File: src/rtl/binary_search_engine.sv
// binary_search_engine: binary search over a sorted, ascending, synchronous-read RAM
// with configurable read latency; reports found/index (or insertion point) and probe count.
module binary_search_engine #(
  parameter int DATA_W = 8,
  parameter int ADDR_W = 5,
  parameter int RD_LAT = 1,
  localparam int PW = $clog2(ADDR_W + 2)
) (
  input  logic              Clock,
  input  logic              Resetn,
  input  logic              Start,
  input  logic [DATA_W-1:0] A,
  output logic [ADDR_W-1:0] Ram_Addr,
  input  logic [DATA_W-1:0] Ram_Data,
  output logic              Busy,
  output logic              Done,
  output logic              Found,
  output logic [ADDR_W:0]   Index,
  output logic [PW-1:0]     Probes
);
  localparam int SW = ADDR_W + 2;
  localparam int DEPTH = 2 ** ADDR_W;
  localparam int LW = $clog2(RD_LAT) + 1;
  typedef enum logic [1:0] {IDLE, PROBE, CMP, DONE} state_t;
  state_t state_q, state_d;
  logic signed [SW-1:0] l_q, l_d, r_q, r_d, mid;
  logic signed [SW:0] sum;
  logic [DATA_W-1:0] key_q, key_d;
  logic [LW-1:0] lat_q, lat_d;
  logic found_q, found_d;
  logic [ADDR_W:0] index_q, index_d;
  logic [PW-1:0] probes_q, probes_d;
  // one spare bit keeps L+R from wrapping before the arithmetic halve
  assign sum = (SW+1)'(l_q) + (SW+1)'(r_q);
  assign mid = SW'(sum >>> 1);
  assign Ram_Addr = mid[ADDR_W-1:0];
  assign Busy = (state_q == PROBE) || (state_q == CMP);
  assign Done = state_q == DONE;
  assign Found = found_q;
  assign Index = index_q;
  assign Probes = probes_q;
  always_ff @(posedge Clock) begin
    if (!Resetn) begin
      state_q  <= IDLE;
      l_q      <= '0;
      r_q      <= SW'(DEPTH - 1);
      key_q    <= '0;
      lat_q    <= '0;
      found_q  <= 1'b0;
      index_q  <= '0;
      probes_q <= '0;
    end else begin
      state_q  <= state_d;
      l_q      <= l_d;
      r_q      <= r_d;
      key_q    <= key_d;
      lat_q    <= lat_d;
      found_q  <= found_d;
      index_q  <= index_d;
      probes_q <= probes_d;
    end
  end
  always_comb begin
    state_d  = state_q;
    l_d      = l_q;
    r_d      = r_q;
    key_d    = key_q;
    lat_d    = lat_q;
    found_d  = found_q;
    index_d  = index_q;
    probes_d = probes_q;
    case (state_q)
      IDLE: if (Start) begin
        key_d    = A;
        l_d      = '0;
        r_d      = SW'(DEPTH - 1);
        probes_d = '0;
        lat_d    = '0;
        found_d  = 1'b0;
        index_d  = '0;
        state_d  = PROBE;
      end
      PROBE: begin
        lat_d   = (lat_q == LW'(RD_LAT - 1)) ? '0 : lat_q + 1'b1;
        state_d = (lat_q == LW'(RD_LAT - 1)) ? CMP : PROBE;
      end
      CMP: begin
        probes_d = probes_q + 1'b1;
        if (key_q == Ram_Data) begin
          found_d = 1'b1;
          index_d = mid[ADDR_W:0];
          state_d = DONE;
        end else begin
          l_d = (key_q > Ram_Data) ? mid + SW'(1) : l_q;
          r_d = (key_q < Ram_Data) ? mid - SW'(1) : r_q;
          // crossed bounds: L is where the key would be inserted
          index_d = (l_d > r_d) ? l_d[ADDR_W:0] : index_q;
          state_d = (l_d > r_d) ? DONE : PROBE;
        end
      end
      DONE: state_d = Start ? DONE : IDLE;
      default: state_d = IDLE;
    endcase
  end
endmodule
File: config.mk
export PLATFORM = sky130hd
export DESIGN_NAME = binary_search_engine
export DESIGN_NICKNAME = d
export VERILOG_FILES = /design/src/rtl/binary_search_engine.sv
export SDC_FILE = /design/constraint.sdc
export NUM_CORES = 1
export LEC_CHECK = 0
export CORE_ASPECT_RATIO = 1.1
export CORE_MARGIN = 10
export CORE_UTILIZATION = 55
export CTS_BUF_LIST = sky130_fd_sc_hd__clkbuf_4 sky130_fd_sc_hd__clkbuf_8 sky130_fd_sc_hd__clkbuf_16
export DETAILED_ROUTE_END_ITERATION = 6
export GPL_TIMING_DRIVEN = 0
export PLACE_DENSITY = 0.87
export SYNTH_ARGS = -nofsm -noshare
export SYNTH_HDL_FRONTEND = slang
export SYNTH_SLANG_ARGS = --single-unit
File: constraint.sdc
create_clock -name Clock -period 6.23 [get_ports Clock]
set_clock_uncertainty 0.05 [all_clocks]
set_input_delay 1.246 -clock Clock [delete_from_list [all_inputs] [get_ports Clock]]
set_output_delay 1.246 -clock Clock [all_outputs]
set_load 0.05 [all_outputs]
Word-level counts from Yosys, hierarchy flattened. Cells that the tools add are included.

$mul: 0. Shift operators: 0. Add/sub/neg operators: 5. $lt $le $gt $ge: 3. Muxes and demuxes: 25. Equality and inequality tests: 8. Bitwise gates (word level): 0. Reductions and logical operators: 10. Div/mod/pow operators: 0.

Operator list (number): two-way mux 7 bit (6); case mux 7 bit (2 select lines) (2); two-way mux 6 bit (3); case mux 6 bit (2 select lines) (1); two-way mux 2 bit (5); AND reduction 3 bit (3); adder 7 x 7 -> 8 bit (1); equality test 8 bit (1); greater-than comparator 8 bit (1); < comparator 8 bit (1); case mux 2 bit (4 select lines) (1); adder 7 x 2 -> 7 bit (second input constant) (1); greater-than comparator 7 bit (1); subtractor 7 x 2 -> 7 bit (second input constant) (1); case mux 3 bit (2 select lines) (1); AND reduction 2 bit (3); equality test 2 bit (second input constant) (2); inequality test 2 bit (second input constant) (2); case mux 1 bit (2 select lines) (2); nonzero test 2 bit (2); adder 3 x 1 -> 3 bit (second input constant) (1); two-way mux 1 bit (3); two-way mux 3 bit (1); inequality test 3 x 1 -> 1 bit (second input constant) (1); other kinds (5) (5).

Latch bits: 0. Bits in writable memories: 0. Memories: 0. Bits of input ports: 19. Bits in read-only memories: 0. Output and inout port bits: 17. Logic and storage cells: 59. Flip-flop bits (word level): 35.

Depth between registers and ports, before layout.
Word-level depth: 7. Depth in mapped cells: 20. Mapped depth without buffers: 19.

Worst setup path before layout. OpenSTA, ideal clock, no wires.

Path kind: input -> register. Start: input port Ram_Data[2]. End: register index_q[4], in the netlist Index[4]. Path buffers: 1. Required time: 6.063 ns. Library setup time: 0.117 ns. Stages: 19. Arrival: 4.908 ns. Path slack: 1.155 ns. Path through: inv_1 > ha_1 > a21o_1 > a221o_1 > a211o_2 > and2_2 > clkbuf_1 > a21oi_1 > inv_1 > ha_1 > nor2b_1 > o21a_1 > o21a_1 > o21ai_0 > a221oi_1 > a221oi_2 > nand3b_4 > nand2b_4 > a32o_1.

Cells in the longest elaborated chain, start to end: 5. Elaborated cells on any way between the ends: 11. Classes of those cells: 3 x order compare; 2 x eq/ne; 5 x mux; 1 x reduce/logical.

RTL lines: from (decl) (line 14) `input logic [DATA_W-1:0] Ram_Data,`; greater-than comparator 8 bit / < comparator 8 bit (equally long branches) (line 94, 95); two-way mux 7 bit, on equally long branches (line 94, 95); greater-than comparator 7 bit / two-way mux 6 bit (equally long branches) (line 97) `index_d = (l_d > r_d) ? l_d[ADDR_W:0] : index_q;`; inequality test 3 x 1 -> 1 bit (no line) / two-way mux 6 bit (equally long branches); AND reduction 3 bit (no line) / case mux 6 bit (2 select lines) (equally long branches); to (signal assigned) (line 59) `index_q <= index_d;`; to (decl) (line 31) `logic [ADDR_W:0] index_q, index_d;`.

Parallel ways exist; a longest one is shown, timed or not. The select of a mux whose other input is x is not followed. A chain may end at the register's enable or synchronous reset.

Worst setup path after layout. Ends and elaborated chain as after synthesis.

==> results.txt <==
Cell Area, Synth - 2550 um^2
GRT Util Overall - 16.7%
Worst-Margin Slew - 0.811 ns
DIE AREA - 7760 um^2
Post-CTS Setup Repair Bufs - 0
PnR worst setup slack - 0.514 ns
net total in the final layout - 400
H-Tree Depth - 2
syn avg cell area - 8.19 um^2
hold bufs inserted after CTS - 0
initial antenna violation count - 0
crit path DAT - 5.86 ns
Initial Util - 58.2%
VDD IR max - 0.194 mV
ant diodes - 0
pwr dens - 273 nW/um^2
WP data required - 6.37 ns
CTS tree - done
Filler cells - 357
worst r2r dst - Index[4]
Syn Inst Count - 311
final core area utilization - 70.3%
Slew HR - 45.7%
crit path launch type - input pin
Post-CTS Resized - 0
I/O pin count - 36
DRC - 0
Hold Crit Depth - 2
sequential fraction of the synthesis area - 26.7%
reg2reg path depth - 18
asr flop ratio synth - 0%
initial drt markers - 237
Worst Path Max Fanout - 10
Core ar. - 4380 um^2
routed vias/inst - 5.99
Seq cells post-synth - 34
crit end category - flip-flop
CTS Root Cell - clkbuf_8
CTS sink count - 34
final worst path period share - 91.8%
clk_lat worst skew - 0.29 ns
min Tclk post-route - 5.72 ns
status - completed
hold wc startpoint - key_q[7]
Place WS - 0.272 ns
routability cong. - 0.900
Primary FF master, synth - dfxtp_1
Post-Layout Cell Count - 408
hold slack final - 0.421 ns
drt first pass iters - 4
unrepaired setup endpoints after global routing - no
DP HPWL - 5030 um
# port buffers - 35
Hold Vio Cnt, Final - 0
drt total wl - 6610 um
Netlist cell types - 68
synth warn - 0
via count - 2443
dpl cells - 400
Worst-path clk slew - 0.07 ns
syn nets - 358
hold path endpoint - key_q[7]
die width - 84.9 um
ANT nets after route - 0
critical path class - in2reg
total gr overflow - 0
Slowest-stage cell, CP - clkdlybuf4s50_1
CTS Buf Count - 5
Reg-to-Reg Start - key_q[2]
Area Overhead vs Synth - 20.9%
drt wl/cell - 16.2 um
commonest non-fill, non-tap cell in the layout - nand2_1
first-pass GRT wire length - 11000 um
CP max stage delay - 0.46 ns
worst path cell trace - clkdlybuf4s50_1 > inv_1 > ha_1 > a21o_1 > a221o_1 > a211o_2 > and2_2 > clkbuf_1 > a21oi_1 > inv_1 > ha_1 > nor2b_1 > o21a_1 > o21a_1 > o21ai_0 > a221oi_1 > a221oi_2 > nand3b_4 > nand2b_4 > a32o_1
clock buffer depth - 2
vias in the first global route - 2386
largest net degree at the start of global routing - 13
Slew Viols, Final - 0
r2r setup slk - 1.66 ns
EDFF count, synth - 0
max-cap viol count - 0
HP Class - reg2reg
Die Ht - 91.4 um
Leakage - 1.27 nW
std cell rows - 25
most frequent cells in the layout - nand2_1 (46), clkdlybuf4s50_1 (35), dfxtp_1 (34)
final setup TNS - 0 ns
# setup viols final - 0
share of cells above drive strength 1 - 9.04%
FMAX - 175 MHz
## Yosys cell counts (2+ instances only)
cell | count | area [um^2]
inv_1 | 22 | 82.6
xnor2_1 | 5 | 43.8
nand2_1 | 46 | 173
nand3_1 | 3 | 15.0
a21o_1 | 3 | 22.5
a21oi_2 | 4 | 35.0
and2_1 | 3 | 18.8
clkbuf_1 | 5 | 18.8
ha_1 | 27 | 338
nor2_1 | 28 | 105
and4_1 | 3 | 26.3
a22oi_1 | 6 | 45.0
xor2_1 | 4 | 35.0
nor2b_1 | 2 | 12.5
nor3b_1 | 3 | 22.5
nand2b_1 | 5 | 31.3
nand4_1 | 2 | 12.5
and3_1 | 2 | 12.5
a211oi_1 | 2 | 15.0
and3b_1 | 2 | 17.5
o21ai_0 | 13 | 65.1
a21oi_1 | 28 | 140
a32o_1 | 4 | 40.0
dfxtp_1 | 34 | 681
o2bb2ai_1 | 2 | 17.5
mux2_4 | 2 | 30.0
mux2i_1 | 6 | 60.1
nor3_1 | 2 | 10.0
o21a_1 | 4 | 30.0
## critical path, delay by kind of cell
kind                       cells  cell delay (ns)
AOI/OAI and AO/OA             10             2.44
adders and majority gates      2             0.61
buffers and inverters          4             0.86
and+or+nand+nor                4             0.68
## final cells by class
cell class	instances	area, um^2	share of cell area, %
multi-input combinational	246	1750	56.7
sequential	34	681	22.1
timing repair buffer	35	350	11.4
inverter	24	90.1	2.93
clock buffer	5	68.8	2.23
tap	54	67.6	2.19
clock inverter	3	45.0	1.46
buffer	7	31.3	1.02
## registers in the layout, indices dropped and copies added, names as in the netlist
signal and flops:
Found 1, Index 6, Probes 3, key_q 8, l_q 7, r_q 7
state_q 2
## metrics by stage
stage	instance area (um^2)	power, mW
2_1_floorplan	2550	0.531
3_3_place_gp	2970	0.621
3_5_place_dp	2970	0.632
4_1_cts	3080	0.840
5_1_grt	3080	0.892
6_report	3080	0.840
## cells by family (layout without fill, tap and decap cells)
family	after synthesis	after routing	synth area share, %
DFF	34	34	26.7
adders and majority gates	28	28	14.0
muxes	9	9	3.98
buffers and inverters	31	74	4.76
xor gates and xnor gates	9	9	3.09
and+or+nand+nor	113	113	23.2
AOI/OAI and AO/OA	87	87	24.2
## report_power, final
group | total, mW | switching [mW] | internal, mW
Combinational | 0.382 | 0.249 | 0.133
Sequential | 0.253 | 0.0160 | 0.237
Clock | 0.205 | 0.0862 | 0.119
Total | 0.840 | 0.351 | 0.489
## how the worst max path moves through the flow
stage | from | end | slack (ns) | cells past startpoint
2_1_floorplan | Ram_Data[2] | Index[4] | 1.16 | 19
3_3_place_gp | Ram_Data[2] | Index[4] | 0.30 | 20
3_5_place_dp | Ram_Data[2] | Index[4] | 0.27 | 20
4_1_cts | Ram_Data[2] | Index[4] | 0.56 | 20
5_1_grt | Ram_Data[2] | Index[2] | 0.27 | 20
6_report | Ram_Data[2] | Index[4] | 0.51 | 20
## layer usage
metal	vias up	wire (um)	global-route usage, %
met3	14	427	4.83
met2	71	3280	29.1
li1	1199	-	-
met1	1159	2810	19.3
met4	0	89	4.26
met5	-	0	0
No activity file was read; power rests on OpenSTA's default activity.
